===== src/rtl/ctrl_pkg.sv =====
// Shared control types for the RV32I pipeline control carrier: decoder bundle,
// opcode constants, forwarding select encoding and operand-use helpers.
package ctrl_pkg;

  localparam int CTRL_ALU_OPW = 3;

  typedef struct packed {
    logic                    reg_write;
    logic                    is_imm;
    logic                    mem_read;
    logic                    mem_write;
    logic                    mem_to_reg;
    logic [CTRL_ALU_OPW-1:0] alu_op;
    logic                    jump;
    logic                    branch;
    logic                    U_type;
  } ctrl_t;

  localparam logic [6:0] OP_R     = 7'd51;
  localparam logic [6:0] OP_I     = 7'd19;
  localparam logic [6:0] OP_L     = 7'd3;
  localparam logic [6:0] OP_S     = 7'd35;
  localparam logic [6:0] OP_JAL   = 7'd111;
  localparam logic [6:0] OP_JALR  = 7'd103;
  localparam logic [6:0] OP_B     = 7'd99;
  localparam logic [6:0] OP_LUI   = 7'd55;
  localparam logic [6:0] OP_AUIPC = 7'd23;

  typedef enum logic [1:0] {
    FWD_RF  = 2'b00,
    FWD_WB  = 2'b01,
    FWD_MEM = 2'b10
  } fwd_sel_t;

  function automatic logic uses_rs1(input logic [6:0] opcode);
    return !(opcode == OP_JAL || opcode == OP_LUI || opcode == OP_AUIPC);
  endfunction

  function automatic logic uses_rs2(input logic [6:0] opcode);
    return (opcode == OP_R || opcode == OP_S || opcode == OP_B);
  endfunction

  function automatic logic is_known(input logic [6:0] opcode);
    return (opcode == OP_R   || opcode == OP_I   || opcode == OP_L   ||
            opcode == OP_S   || opcode == OP_JAL || opcode == OP_JALR ||
            opcode == OP_B   || opcode == OP_LUI || opcode == OP_AUIPC);
  endfunction

endpackage


===== src/rtl/ctrl_pipe_stage.sv =====
// One pipeline control register (valid, ctrl bundle, rd, rs1, rs2).
// bubble_i loads an empty slot: valid, ctrl and register fields all zero.
module ctrl_stage_reg
  import ctrl_pkg::*;
#(
  parameter int REG_AW = 5
) (
  input  logic              clk,
  input  logic              rst_n,
  input  logic              bubble_i,
  input  logic              valid_i,
  input  ctrl_t             ctrl_i,
  input  logic [REG_AW-1:0] rd_i,
  input  logic [REG_AW-1:0] rs1_i,
  input  logic [REG_AW-1:0] rs2_i,
  output logic              valid_o,
  output ctrl_t             ctrl_o,
  output logic [REG_AW-1:0] rd_o,
  output logic [REG_AW-1:0] rs1_o,
  output logic [REG_AW-1:0] rs2_o
);

  logic              valid_d, valid_q;
  ctrl_t             ctrl_d, ctrl_q;
  logic [REG_AW-1:0] rd_d, rd_q, rs1_d, rs1_q, rs2_d, rs2_q;

  always_comb begin
    valid_d = valid_i;
    ctrl_d  = ctrl_i;
    rd_d    = rd_i;
    rs1_d   = rs1_i;
    rs2_d   = rs2_i;
    if (bubble_i) begin
      valid_d = 1'b0;
      ctrl_d  = '0;
      rd_d    = '0;
      rs1_d   = '0;
      rs2_d   = '0;
    end
  end

  always_ff @(posedge clk or negedge rst_n) begin
    if (!rst_n) begin
      valid_q <= 1'b0;
      ctrl_q  <= '0;
      rd_q    <= '0;
      rs1_q   <= '0;
      rs2_q   <= '0;
    end else begin
      valid_q <= valid_d;
      ctrl_q  <= ctrl_d;
      rd_q    <= rd_d;
      rs1_q   <= rs1_d;
      rs2_q   <= rs2_d;
    end
  end

  assign valid_o = valid_q;
  assign ctrl_o  = ctrl_q;
  assign rd_o    = rd_q;
  assign rs1_o   = rs1_q;
  assign rs2_o   = rs2_q;

endmodule


===== src/rtl/ctrl_pipe.sv =====
// Pipeline control carrier: moves decoder control through ID/EX, EX/MEM and
// MEM/WB, detects load-use hazards, drives stall/flush/redirect and EX forwarding.
module ctrl_pipe
  import ctrl_pkg::*;
#(
  parameter int REG_AW  = 5,
  parameter int ALU_OPW = 3
) (
  input  logic              clk,
  input  logic              rst_n,
  input  logic              id_valid,
  input  logic [6:0]        id_opcode,
  input  logic [REG_AW-1:0] id_rs1,
  input  logic [REG_AW-1:0] id_rs2,
  input  logic [REG_AW-1:0] id_rd,
  input  ctrl_t             id_ctrl,
  input  logic              ex_taken,
  output logic              stall,
  output logic              flush,
  output logic              redirect,
  output logic              ex_valid,
  output ctrl_t             ex_ctrl,
  output logic [REG_AW-1:0] ex_rd,
  output logic [1:0]        fwd_a,
  output logic [1:0]        fwd_b,
  output logic              mem_valid,
  output ctrl_t             mem_ctrl,
  output logic [REG_AW-1:0] mem_rd,
  output logic              wb_reg_write,
  output logic              wb_mem_to_reg,
  output logic [REG_AW-1:0] wb_rd
);

  if (ALU_OPW != CTRL_ALU_OPW) begin : g_alu_opw_check
    $error("ctrl_pipe: ALU_OPW must equal the ctrl_t alu_op width");
  end

  logic              id_valid_eff;
  logic [REG_AW-1:0] id_rs1_use, id_rs2_use;
  logic              load_use, idex_bubble;
  logic [REG_AW-1:0] ex_rs1, ex_rs2, mem_rs1, mem_rs2, wb_rs1, wb_rs2;
  logic              wb_valid;
  ctrl_t             wb_ctrl;
  logic              unused_wb;

  // Unused source fields are carried as x0 so they can never match a producer.
  always_comb begin
    id_valid_eff = id_valid & is_known(id_opcode);
    id_rs1_use   = (id_valid_eff && uses_rs1(id_opcode)) ? id_rs1 : '0;
    id_rs2_use   = (id_valid_eff && uses_rs2(id_opcode)) ? id_rs2 : '0;
  end

  always_comb begin
    redirect    = ex_valid & (ex_ctrl.jump | (ex_ctrl.branch & ex_taken));
    load_use    = ex_valid & ex_ctrl.mem_read & (ex_rd != '0) & id_valid_eff &
                  ((id_rs1_use == ex_rd) | (id_rs2_use == ex_rd));
    stall       = load_use & ~redirect;
    flush       = redirect;
    idex_bubble = stall | redirect | ~id_valid_eff;
  end

  function automatic logic prod_hit(input logic vld, input logic rw,
                                    input logic [REG_AW-1:0] rd,
                                    input logic [REG_AW-1:0] rs);
    return vld & rw & (rd != '0) & (rd == rs);
  endfunction

  function automatic fwd_sel_t pick_fwd(input logic [REG_AW-1:0] rs,
                                        input logic m_vld, input logic m_rw,
                                        input logic [REG_AW-1:0] m_rd,
                                        input logic w_vld, input logic w_rw,
                                        input logic [REG_AW-1:0] w_rd);
    if (prod_hit(m_vld, m_rw, m_rd, rs)) return FWD_MEM;
    if (prod_hit(w_vld, w_rw, w_rd, rs)) return FWD_WB;
    return FWD_RF;
  endfunction

  always_comb begin
    fwd_a = pick_fwd(ex_rs1, mem_valid, mem_ctrl.reg_write, mem_rd,
                     wb_valid, wb_ctrl.reg_write, wb_rd);
    fwd_b = pick_fwd(ex_rs2, mem_valid, mem_ctrl.reg_write, mem_rd,
                     wb_valid, wb_ctrl.reg_write, wb_rd);
  end

  ctrl_stage_reg #(.REG_AW(REG_AW)) u_id_ex (
    .clk(clk), .rst_n(rst_n), .bubble_i(idex_bubble),
    .valid_i(id_valid_eff), .ctrl_i(id_ctrl), .rd_i(id_rd),
    .rs1_i(id_rs1_use), .rs2_i(id_rs2_use),
    .valid_o(ex_valid), .ctrl_o(ex_ctrl), .rd_o(ex_rd),
    .rs1_o(ex_rs1), .rs2_o(ex_rs2)
  );

  ctrl_stage_reg #(.REG_AW(REG_AW)) u_ex_mem (
    .clk(clk), .rst_n(rst_n), .bubble_i(1'b0),
    .valid_i(ex_valid), .ctrl_i(ex_ctrl), .rd_i(ex_rd),
    .rs1_i(ex_rs1), .rs2_i(ex_rs2),
    .valid_o(mem_valid), .ctrl_o(mem_ctrl), .rd_o(mem_rd),
    .rs1_o(mem_rs1), .rs2_o(mem_rs2)
  );

  ctrl_stage_reg #(.REG_AW(REG_AW)) u_mem_wb (
    .clk(clk), .rst_n(rst_n), .bubble_i(1'b0),
    .valid_i(mem_valid), .ctrl_i(mem_ctrl), .rd_i(mem_rd),
    .rs1_i(mem_rs1), .rs2_i(mem_rs2),
    .valid_o(wb_valid), .ctrl_o(wb_ctrl), .rd_o(wb_rd),
    .rs1_o(wb_rs1), .rs2_o(wb_rs2)
  );

  assign wb_reg_write  = wb_valid & wb_ctrl.reg_write;
  assign wb_mem_to_reg = wb_valid & wb_ctrl.mem_to_reg;
  assign unused_wb     = ^{wb_ctrl, wb_rs1, wb_rs2};

endmodule

===== config.mk =====
export PLATFORM = sky130hd
export DESIGN_NAME = ctrl_pipe
export DESIGN_NICKNAME = d
export VERILOG_FILES = /design/src/rtl/ctrl_pkg.sv /design/src/rtl/ctrl_pipe_stage.sv /design/src/rtl/ctrl_pipe.sv
export SDC_FILE = /design/constraint.sdc
export NUM_CORES = 1
export LEC_CHECK = 0
export CORE_UTILIZATION = 44
export CTS_CLUSTER_DIAMETER = 100
export CTS_CLUSTER_SIZE = 10
export DETAILED_ROUTE_END_ITERATION = 10
export MAX_ROUTING_LAYER = met4
export PLACE_DENSITY = 0.76
export SLEW_MARGIN = 40
export SYNTH_ARGS = -nofsm -noshare
export SYNTH_HDL_FRONTEND = slang
export SYNTH_SLANG_ARGS = --single-unit

===== constraint.sdc =====
create_clock -name clk -period 2.46 [get_ports clk]
set_clock_uncertainty 0.1 [all_clocks]
set_input_delay 0.369 -clock clk [delete_from_list [all_inputs] [get_ports clk]]
set_output_delay 0.369 -clock clk [all_outputs]
set_load 0.005 [all_outputs]

# Word-level counts from Yosys, hierarchy flattened
# Index checks and enable logic that the tools add are counted.
[word_totals]
reg_bits = 52
out_inout_bits = 48
[classes]
reduce_logical = 18
bitwise_logic = 23
eq_ne = 15
muxes = 21
[op_table]
columns = ["operator", "count"]
rows = [
  ["equality test 5 bit", 6],
  ["2-to-1 mux 5 bit", 5],
  ["equality test 7 x 6 -> 1 bit (second input constant)", 3],
  ["equality test 7 bit (second input constant)", 3],
  ["AND 1 bit", 17],
  ["2-to-1 mux 2 bit", 8],
  ["nonzero test 5 bit", 3],
  ["equality test 7 x 5 -> 1 bit (second input constant)", 2],
  ["logical OR 1 bit", 12],
  ["2-to-1 mux 11 bit", 1],
  ["equality test 7 x 2 -> 1 bit (second input constant)", 1],
  ["2-to-1 mux 1 bit", 7],
  ["bitwise OR 1 bit", 4],
  ["logical AND 1 bit", 2],
  ["inverter 1 bit", 2],
  ["logical NOT 1 bit", 1],
]

# Depth between registers and ports, before layout
[depth]
depth_word = 19
mapped_depth = 8

# By module
# Synthesis repeated with hierarchy kept, for this count alone.
[unflattened]
cells_unflattened = 260
area_unflattened_um2 = 3337.0
[modules_own_cells]
columns = ["module", "area_each_um2", "instances", "cells_per_inst"]
rows = [
  ["ctrl_stage_reg", 884.6, 3, 56],
  ["ctrl_pipe", 683.2, 1, 92],
]

# Least setup slack after synthesis
# Ideal clock, no wire load.
[synth_timing]
path_type = "input to output"
from = "input id_opcode[3]"
to = "output stall"
t_arrival_ps = 1696
path_stages = 6
path_buffers = 1
setup_slack_ps = 295
path_cell_list = "and4b_1 > buf_6 > nand4_1 > xnor2_1 > nor4_4 > o21a_1"
[synth_between]
elab_chain_cells = 16
[synth_lines]
columns = ["item", "line", "rtl"]
rows = [
  ["start: declaration", "ctrl_pipe.sv:12", "input logic [6:0] id_opcode,"],
  ["equality test 7 x 6 -> 1 bit / equality test 7 x 5 -> 1 bit (equally long branches)", "ctrl_pkg.sv:40, ctrl_pkg.sv:44", ""],
  ["logical OR 1 bit (3 in series)", "ctrl_pkg.sv:44", "return (opcode == OP_R || opcode == OP_I || opcode == OP_L ||"],
  ["logical OR 1 bit (3 in series)", "ctrl_pkg.sv:45", "opcode == OP_S || opcode == OP_JAL || opcode == OP_JALR ||"],
  ["logical OR 1 bit (2 in series)", "ctrl_pkg.sv:46", "opcode == OP_B || opcode == OP_LUI || opcode == OP_AUIPC);"],
  ["AND 1 bit", "ctrl_pipe.sv:48", "id_valid_eff = id_valid & is_known(id_opcode);"],
  ["logical AND 1 bit, on equally long branches", "ctrl_pipe.sv:49, ctrl_pipe.sv:50", ""],
  ["2-to-1 mux 5 bit, on equally long branches", "ctrl_pipe.sv:49, ctrl_pipe.sv:50", ""],
  ["equality test 5 bit", "ctrl_pipe.sv:56", "((id_rs1_use == ex_rd) | (id_rs2_use == ex_rd));"],
  ["bitwise OR 1 bit", "ctrl_pipe.sv:56", ""],
  ["AND 1 bit (*)", "ctrl_pipe.sv:55", "load_use = ex_valid & ex_ctrl.mem_read & (ex_rd != '0) & id_valid_eff &"],
  ["AND 1 bit (*)", "ctrl_pipe.sv:57", "stall = load_use & ~redirect;"],
  ["end: declaration", "ctrl_pipe.sv:18", "output logic stall,"],
]
# Every way passes the cells marked *; elsewhere a longest branch is shown, timed or not.

# Worst setup path in the final report
[layout_timing]
from = "register u_ex_mem.rd_q[3], in the netlist u_ex_mem.rd_o[3]"
to = "output fwd_b[0]"
[layout_between]
elab_chain_cells = 5
[layout_lines]
columns = ["item", "line", "rtl"]
rows = [
  ["start: declaration", "ctrl_pipe_stage.sv:25", "logic [REG_AW-1:0] rd_d, rd_q, rs1_d, rs1_q, rs2_d, rs2_q;"],
  ["start signal: assignment", "ctrl_pipe_stage.sv:52", "rd_q <= rd_d;"],
  ["nonzero test 5 bit", "ctrl_pipe.sv:65", "return vld & rw & (rd != '0) & (rd == rs);"],
  ["AND 1 bit", "ctrl_pipe.sv:65", ""],
  ["AND 1 bit (*)", "ctrl_pipe.sv:65", ""],
  ["2-to-1 mux 1 bit (*)", "ctrl_pipe.sv:73", "if (prod_hit(m_vld, m_rw, m_rd, rs)) return FWD_MEM;"],
  ["2-to-1 mux 2 bit (*)", "ctrl_pipe.sv:74", "if (prod_hit(w_vld, w_rw, w_rd, rs)) return FWD_WB;"],
  ["end: declaration", "ctrl_pipe.sv:25", "output logic [1:0] fwd_b,"],
]
# Marks and branches as above.

==> reports/metrics.cfg <==
[outcome]
status = complete, but fails checks
violations = setup timing

[synth]
mappedNetlistArea_um2 = 2240
syn_area_per_cell_um2 = 11.4
synth_area_leaders = dfrtp_1 (58%), xor2_1 (5.9%), nor3_1 (4.9%), nand2_1 (4.0%), xnor2_1 (3.1%)
synth_cell_type_count = 42
yosysMostFrequentCell = dfrtp_1
yosysWarningCount = 0
synthArstFlopShare_pct = 100
synth_seq_cells = 52
synth_edf_count = 0
synth_top_area_share_pct = 58.0
syn_nets = 233
ys.flop_type = dfrtp_1
synth_top_cell_by_area = dfrtp_1
synth_common_cells = dfrtp_1 (52), nand2_1 (24), nor3_1 (22)
seq_area_frac_synth_pct = 58.0
synthCells = 196

[finish]
final_nets = 360
seqCellArea_um2 = 1300
fillers = 352
finish.utilization_pct = 74.8
drive_gt1_share_pct = 22.5
area_growth_pct = 60.6
antenna_cells = 0
instances_no_fill = 391
multiInputGateArea_um2 = 936
finalInstanceArea_um2 = 3600

[power]
switching_share_pct = 21.5
intPower_mw = 1.26
ir_drop_v = 0.000261
seqPwrFrac_pct = 54.1
power_per_cell_area_nw_per_um2 = 445
p_comb_share_pct = 9.5
p_leak_nw = 1.70
clockPowerShare_pct = 36.3
p_sw_uw = 345

[floorplanning]
start_util_pct = 46.5
die_w_um = 73.4
die-area_um2 = 5390
die_h_um = 73.4
ios = 85
coreArea_um2 = 4820
rows = 25

[placement]
gp_congestion = 0.872
dp.cells = 370
dp_hpwl_um = 4250
place_area_um2 = 3340
port_buffers = 84

[clocking]
cts_root_buf = clkbuf_8
cts_tree = yes
clock_latency_ns = 0.30
clkTransAtPathRegs_ns = 0.09
clockBufferDepth = 2
cts_buffers = 5
cts_sinks = 52
htree_levels = 2

[sta]
drv_slew = 0
hold_viol = 0
slew_headroom_pct = 76.8
tightest_slew_ns = 0.343
rsz0062_at_grt = yes
tns_ns = -0.140
finalSetupViolations = 2
setup_slack_ns = -0.0730
fmax_ghz = 0.395
period_share_pct = 103
worst_hold_slack_ns = 0.281
period_needed_ns = 2.53

[drt]
wl_met3_um = 305
drt-pass1-iter-count = 4
viasPerCell = 5.21
vias = 2036
dr.max_layer_used = met4
wire_per_inst_um = 15.4
drc_errors = 0
wirelength_um = 6010
antenna_left = 0
drt-met1-wl_um = 2320
wl_met2_um = 3230
dr.first_iter.drc_count = 60

[global_routing]
antenna_found_initial = 0
grt_pass1_wl_um = 9300
global_route.usage.total_pct = 23.7
grt_overflow_total = 0
grt_pass1_vias = 1993
grt_max_degree = 28

[worst_setup_path]
r2r_slack_ns = 0.45
cp_slowest_cell = or4_1
crit_type = flop to output pin
crit_chain = or4_1 -> o211ai_1 -> buf_4 -> nor4_4 -> nor4_2 -> buf_2
cp_data_arrival_time_ns = 2.06
crit_path_max_fanout = 2
crit_required_ns = 1.99
cp_slowest_stage_delay_ns = 0.53
worst_setup_path_end_kind = output pin
path_delay_family = simple AND/OR/NAND/NOR gates
crit_buf_inv = 2
start_kind = flop

[min_path]
min_path_type = flop to flop

[job]
cap_violations = 0

-- stage by stage --
step	setup slack, ns	total power, mW
2_1_floorplan	0.295	0.916
3_3_place_gp	-0.641	1.03
3_5_place_dp	-0.672	1.03
4_1_cts	-0.0204	1.61
5_1_grt	-0.166	1.66
6_report	-0.0730	1.60
-- path summary, 6_finish.rpt --
| check | start | to | cells after the start |
|---|---|---|---|
| max | u_ex_mem.rd_o[3]$_DFF_PN0_ | fwd_b[0] | 6 |
| min | u_id_ex.ctrl_o[4]$_DFF_PN0_ | u_ex_mem.ctrl_o[4]$_DFF_PN0_ | 0 |
| max reg2reg | u_id_ex.rd_o[4]$_DFF_PN0_ | u_id_ex.rs1_o[0]$_DFF_PN0_ | 6 |
| min reg2reg | u_id_ex.ctrl_o[4]$_DFF_PN0_ | u_ex_mem.ctrl_o[4]$_DFF_PN0_ | 0 |
| max in group asynchronous | rst_n | u_id_ex.rs1_o[3]$_DFF_PN0_ | 3 |
| min in group asynchronous | rst_n | u_ex_mem.ctrl_o[7]$_DFF_PN0_ | 2 |
-- cell usage in the layout, fill, tap and decap left out, types with 4 or more instances in the layout --
cell,n
nand3_1,4
buf_4,44
nor3_1,22
xor2_1,15
o211ai_1,5
buf_2,4
nor2_1,4
dlygate4sd2_1,6
nand2_1,24
clkbuf_8,5
clkdlybuf4s50_1,70
xnor2_1,8
or4_1,4
dfrtp_1,51
inv_1,5
-- layer usage --
layer / vias up / track usage (%)
met2: 88 / 40.4
met4: 0 / 10.3
met3: 15 / 3.43
met5: - / -
met1: 984 / 28.1
li1: 949 / -
-- worst register-to-register path: cells and delay by family (launching register included) --
kind	cells	cell delay, ns
AO/OA/AOI/OAI	2	0.32
AND/OR/NAND/NOR	3	0.78
buffers and inverters	1	0.23
flip-flops	1	0.47
-- power groups by stage --
stage | sequential (mW) | clock (mW) | combinational [mW]
after CTS | 0.868 | 0.593 | 0.150
after global placement | 0.885 | 0 | 0.146
after global routing | 0.870 | 0.630 | 0.165
after floorplan | 0.887 | 0 | 0.0289
after detailed placement | 0.885 | 0 | 0.148
final | 0.868 | 0.583 | 0.153
-- logic make-up (layout without fill, tap and decap cells) --
| group | count (synthesis) | in the layout | synth area share, % |
|---|---|---|---|
| compound gates | 24 | 24 | 8.15 |
| xor+xnor | 23 | 23 | 8.98 |
| flops | 52 | 52 | 58.0 |
| simple gates | 82 | 83 | 20.8 |
| buf+inv | 15 | 142 | 4.07 |
-- timing repair --
item                                   CTS  global route
pin swaps                               12            14
hold buffers                             1             0
resized for setup                       29            11
setup endpoints to repair                5             6
endpoints found under the hold margin   13             0
setup buffers                            9             3
gates cloned                             1             0
-- sequential cells by signal, indices dropped and copies added, names as in the netlist --
name	flops
u_mem_wb.ctrl_o	2
u_ex_mem.valid_o	1
u_id_ex.ctrl_o	11
u_id_ex.rd_o	5
u_mem_wb.valid_o	1
u_mem_wb.rd_o	5
u_ex_mem.rd_o	5
u_id_ex.rs1_o	5
u_ex_mem.ctrl_o	11
u_id_ex.rs2_o	5
u_id_ex.valid_o	1
-- layout make-up --
class	count	area share, %
Multi-Input combinational cell	130	26.0
Sequential cell	52	36.2
Tap cell	67	2.33
Inverter	5	0.521
Clock buffer	6	2.02
Timing Repair Buffer	129	31.9
Clock inverter	2	1.08
(Power assumes the default switching activity.)
==> RTL change 1, RTL diff (same settings) <==
Reset style: synchronous (`rst_n`), changed in one clocked block.
--- a/src/rtl/ctrl_pipe_stage.sv
+++ b/src/rtl/ctrl_pipe_stage.sv
@@ -40,5 +40,5 @@
   end
 
-  always_ff @(posedge clk or negedge rst_n) begin
+  always_ff @(posedge clk) begin
     if (!rst_n) begin
       valid_q <= 1'b0;
Formal check against the unedited RTL: differs if rst_n is asserted again (counterexample within 4 cycles, from zero or initial values and one cycle with rst_n low); with rst_n held inactive, the same outputs for 10 cycles.
==> RTL change 1 against the unedited design <==
The flow finishes with violations (DRC, setup timing). Wire length fell by 4.2%. Sequential share of layout area is 6.7 points lower. Combinational power decreased by 15%. Area after synthesis shrank 7.3%. Design area shrank 1.2%. Setup slack better by 0.065 ns. Power fell by 10%. Sequential cell count unchanged. Largest power group unchanged. Highest routed layer unchanged.
==> RTL change 1: results (changes against the unedited design) <==
** Yosys
- Portion of the post-synthesis area used by sequential elements :: 50.06% (-8.0 points)
- The post-synthesis net count came to 237 (+1.7%).
- The share of the synthesized netlist area taken by xor and xnor gates was 9.687% (+0.70 points).
- By count the netlist is led by dfxtp_1 (52), and2_1 (43), xor2_1 (15).
- Distinct cells, synth :: 37 (-12%)
- The post-synthesis compound-gate area fraction was 9.807% (+1.7 points).
- Async set or reset register ratio after synthesis :: 0% (-100 points)

** Detailed routing
- Drc violations :: 12 (+12)
- The total via count in the routed design is 1961 (-3.7%).
- The average wire length per cell after detail routing was 14.80 um (-3.7%).
- Number of DRC markers after the initial detailed-route iteration :: 74 (+23%)

** Setup path
- Crit path from :: id_rs1[3]
- Master of the slowest instance on the critical path :: or4_4
- Origin of the critical flop-to-flop path :: u_id_ex.rd_o[3]$_SDFF_PP0_
- Critical path's largest stage delay :: 0.47 ns (-0.06 ns)
- The data arrival at the endpoint of the critical path is 2.00 ns (-0.06 ns).

** Pwr
- Leakage component of the power :: 1.615 nW (-5.2%)

** GRT
- Overall fraction of global-route tracks in use :: 23.75% (+0.030 points)
- The via count of the first global-routing pass was 1892 (-5.1%).

** Timing
- Worst Slack Setup Final :: -0.008075 ns (+0.06490 ns)
- The count of final setup violators came to 1 (-1).

** Final layout
- Fraction of layout instances using a drive strength above 1 :: 26.41% (+3.9 points)

** Outcome
- Status :: finished, violations left
- Failing checks :: DRC, setup timing

** Placement
- The global placer's final weighted congestion is 0.9145 (+4.9%).
-- RTL change 1: cell count changes in the layout (fill, tap and decap cells not counted), moves of 5 or more --
| cell | unedited run | this run |
|---|---|---|
| dfrtp_1 | 51 | 0 |
| dfxtp_1 | 0 | 49 |
| and2_1 | 2 | 42 |
| nand2_1 | 24 | 3 |
| nor3_1 | 22 | 2 |
| and3_1 | 0 | 9 |
| clkdlybuf4s50_1 | 70 | 65 |
| dlymetal6s2s_1 | 2 | 7 |
-- RTL change 1: what timing repair did --
action / in CTS / in global routing
hold buffers: 0 / 0
setup buffers: 4 / 4
setup endpoints to repair: 31 / 31
pin swaps: 12 / 16
hold endpoints to repair: 0 / 0
cloned: 2 / 0
resized for setup: 32 / 31
-- RTL change 1: worst register-to-register path: stages, from the launching register on --
cell       delay (ns)
dfxtp_1          0.40
nor2b_4          0.06
or4_4            0.47
a21o_1           0.23
buf_4            0.14
buf_6            0.11
a2111oi_4        0.29
buf_6            0.18
nor3_4           0.05
buf_12           0.16
and2_1           0.15
-- RTL change 1: cell type report --
type | instances | share of cell area, %
clock buffer | 5 | 1.934
clock inverter | 3 | 0.5978
inverter | 2 | 0.2110
multi-input combinational | 142 | 31.54
sequential | 52 | 29.43
tap | 52 | 1.828
timing repair buffer | 133 | 34.46
-- RTL change 1: worst paths after layout --
path | slack [ns] | end | depth (start not counted)
hold / removal | 0.34 | u_id_ex.rs2_o[2]$_SDFF_PP0_ | 2
setup / recovery | -0.008 | stall | 8
hold reg to reg | 0.37 | u_ex_mem.ctrl_o[4]$_SDFF_PN0_ | 1
setup reg to reg | 0.03 | u_id_ex.ctrl_o[0]$_SDFF_PP0_ | 10
-- RTL change 1: cell families (layout without fill, tap and decap cells) --
group	count (synthesis)	in the layout
simple gates	91	93
buf+inv	8	143
flops	52	52
compound gates	26	26
xor+xnor	23	23
-- RTL change 1: per-layer routing --
layer | track usage (%) | part of all wire (%)
met5 | - | 0
met4 | 6.444 | 1.4
met3 | 4.416 | 4.6
met2 | 41.24 | 52
met1 | 28.24 | 42
-- RTL change 1: power by group --
group	switching, mW	internal [mW]
clock	0.265	0.202
sequential	0.00227	0.843
combinational	0.0463	0.0840
-- RTL change 1: per-stage QoR --
stage	area, um2	setup WS (ns)	power (mW)	TNS (ns)	utilization (%)
detailed placement	3256	-0.6538	0.9912	-10.97	73.25
global placement	3256	-0.6148	0.9889	-9.938	73.25
global route	3558	-0.1079	1.508	-0.4874	80.07
finish	3558	-0.008075	1.443	-0.008075	80.07
CTS	3423	-0.1382	1.445	-0.1382	77.03
floorplan	2079	0.2665	0.8934	0	-
==> RTL change 2, RTL diff (same settings) <==
Without the edit above. `REG_AW` is set to 5 in 2 places; all go to 3.
--- a/src/rtl/ctrl_pipe_stage.sv
+++ b/src/rtl/ctrl_pipe_stage.sv
@@ -4,5 +4,5 @@
   import ctrl_pkg::*;
 #(
-  parameter int REG_AW = 5
+  parameter int REG_AW = 3
 ) (
   input  logic              clk,
--- a/src/rtl/ctrl_pipe.sv
+++ b/src/rtl/ctrl_pipe.sv
@@ -4,5 +4,5 @@
   import ctrl_pkg::*;
 #(
-  parameter int REG_AW  = 5,
+  parameter int REG_AW  = 3,
   parameter int ALU_OPW = 3
 ) (
Interface: changed (6 resized); port bits go from 85 to 73. No check against the original RTL was run, so the function may have changed too.
==> RTL change 2 against the unedited design <==
Area after synthesis is 23% lower. Wire length is 33% lower. Critical path depth is 1 higher. Design area is 23% lower. Power is 16% lower. Combinational power is 24% lower. Sequential cell count is 10 lower. Die area is 23% lower. Setup slack better by 0.16 ns. Highest routed layer unchanged.
==> RTL change 2: results (changes against the unedited design) <==
** Yosys
- Net count of the mapped netlist :: 178 (-24%)
- Ranked by total cell area, the synthesized netlist is headed by dfrtp_1 (61%), nor3_1 (5.5%), nand2_1 (4.2%).
- Most frequent cells after synthesis :: dfrtp_1 (42), nand2_1 (19), nor3_1 (19)
- Portion of the post-synthesis area used by sequential elements :: 61.18% (+3.1 points)
- Async set or reset register ratio after synthesis :: 100.0% (unchanged)
- In the synthesized netlist the dominant register cell turns out to be dfrtp_1.
- The gate count of the mapped netlist came to 147 (-25%).
- The number of different library cells in the post-synthesis netlist was 37 (-12%).
- Synth warn :: 0 (unchanged)

** GRT
- The first-pass GRT wire length is 6644 um (-29%).
- The via count of the first global-routing pass is 1476 (-26%).
- Overall fraction of global-route tracks in use :: 21.79% (-1.9 points)
- The maximum number of pins on one net before global-route repair is 43 (+54%).
- Initial antenna violation count :: 0 (unchanged)

** Clocking
- The number of H-tree branching levels came to 2 (unchanged).
- Clock-pin slew of the registers on the worst-case setup and hold paths :: 0.07 ns (-0.02 ns)
- Maximum clock insertion buffer count :: 2 (unchanged)
- The cts-stage hold buffer count was 0 (-1).
- Number of buffers inserted by post-CTS setup repair :: 0 (-9)
- Resized cells post-CTS :: 9 (-69%)
- The total clock buffers created by CTS is 5 (unchanged).
- Cell at the root of the clock tree :: clkbuf_8
- Worst-skew pair later-pin latency :: 0.28 ns (-0.02 ns)

** Placement
- Dpl hpwl :: 3033 um (-29%)
- The post-place setup slack was -0.4578 ns (+0.2147 ns).
- IO buf count :: 72 (-14%)
- Number of placed instances, taps included :: 277 (-25%)
- The global placer's final weighted congestion is 0.7896 (-9.4%).
- Standard cell area after detailed placement :: 2572 um2 (-23%)

** Setup path
- Master of the slowest instance on the critical path :: a211o_1
- Crit-path max FO :: 4 (+2)
- The number of cells on the worst reg-to-reg path is 5 (-1).
- Critical path's largest stage delay :: 0.30 ns (-0.23 ns)
- The data arrival at the endpoint of the critical path came to 1.90 ns (-0.16 ns).

** Final layout
- The net count of the finished layout was 269 (-25%).
- The number of cells in the finished layout apart from fillers came to 287 (-27%).
- Fraction of layout instances using a drive strength above 1 :: 16.32% (-6.2 points)
- Count of inserted antenna diode cells :: 0 (unchanged)

** Pwr
- Leakage component of the power :: 1.343 nW (-21%)
- The maximum ir drop on the vdd rail came to 0.0004037 V (+54%).

** Detailed routing
- The average wire length per cell after detail routing came to 13.97 um (-9.2%).
- First drt pass iteration count :: 4 (unchanged)
- Number of DRC markers after the initial detailed-route iteration :: 32 (-47%)
- Vias per cell :: 5.077 (-2.5%)

** Timing
- The remaining max-slew budget at the tightest pin was 67.64% (-9.1 points).

** Min path
- The worst hold path cell count is 0 (unchanged).
- The min-delay analysis places its worst path in the category reg2reg.

** Outcome
- The run finished with clean final reports.
-- RTL change 2: cell families after synthesis --
kind of cell | synth area share, %
compound gates | 7.576
simple gates | 20.03
flops | 61.18
buf+inv | 3.058
xor+xnor | 8.158
-- RTL change 2: where the power goes --
group          switching, mW  internal [mW]  total [mW]
Clock                  0.221          0.304       0.524
Sequential           0.00677          0.698       0.704
Combinational         0.0428         0.0727       0.116
Total                  0.270           1.07        1.34
-- RTL change 2: path summary, 6_finish.rpt --
kind                                            endpoint                    startpoint  slack (ns)
min reg2reg                u_ex_mem.ctrl_o[10]$_DFF_PN0_  u_id_ex.ctrl_o[10]$_DFF_PN0_        0.27
min in group asynchronous   u_ex_mem.ctrl_o[4]$_DFF_PN0_                         rst_n        0.48
max                                                stall                  id_opcode[6]        0.09
max in group asynchronous     u_ex_mem.rd_o[1]$_DFF_PN0_                         rst_n        1.41
max reg2reg                   u_id_ex.rs2_o[1]$_DFF_PN0_     u_id_ex.rd_o[1]$_DFF_PN0_        0.50
min                        u_ex_mem.ctrl_o[10]$_DFF_PN0_  u_id_ex.ctrl_o[10]$_DFF_PN0_        0.27
-- RTL change 2: area by class of cell --
type	instances	area [um2]
fillers	262	942.2
flip-flops and latches	42	1052
multi-input cells	96	668.1
inverters	3	11.26
clock buffers	5	68.82
well taps	48	60.06
clock inverters	3	43.79
repair buffers	90	869.6
-- RTL change 2: critical path, delay by kind of cell --
| family | cells | cell delay [ns] |
|---|---|---|
| and+or+nand+nor | 1 | 0.24 |
| buffers and inverters | 2 | 0.38 |
| AOI/OAI and AO/OA | 4 | 0.90 |
-- RTL change 2: layer usage --
layer	wire length, um	vias up	global-route usage [%]
met5	0	-	-
met4	112	0	10.83
met3	167	9	3.521
met2	2022	56	36.32
met1	1706	692	25.65
li1	-	700	-
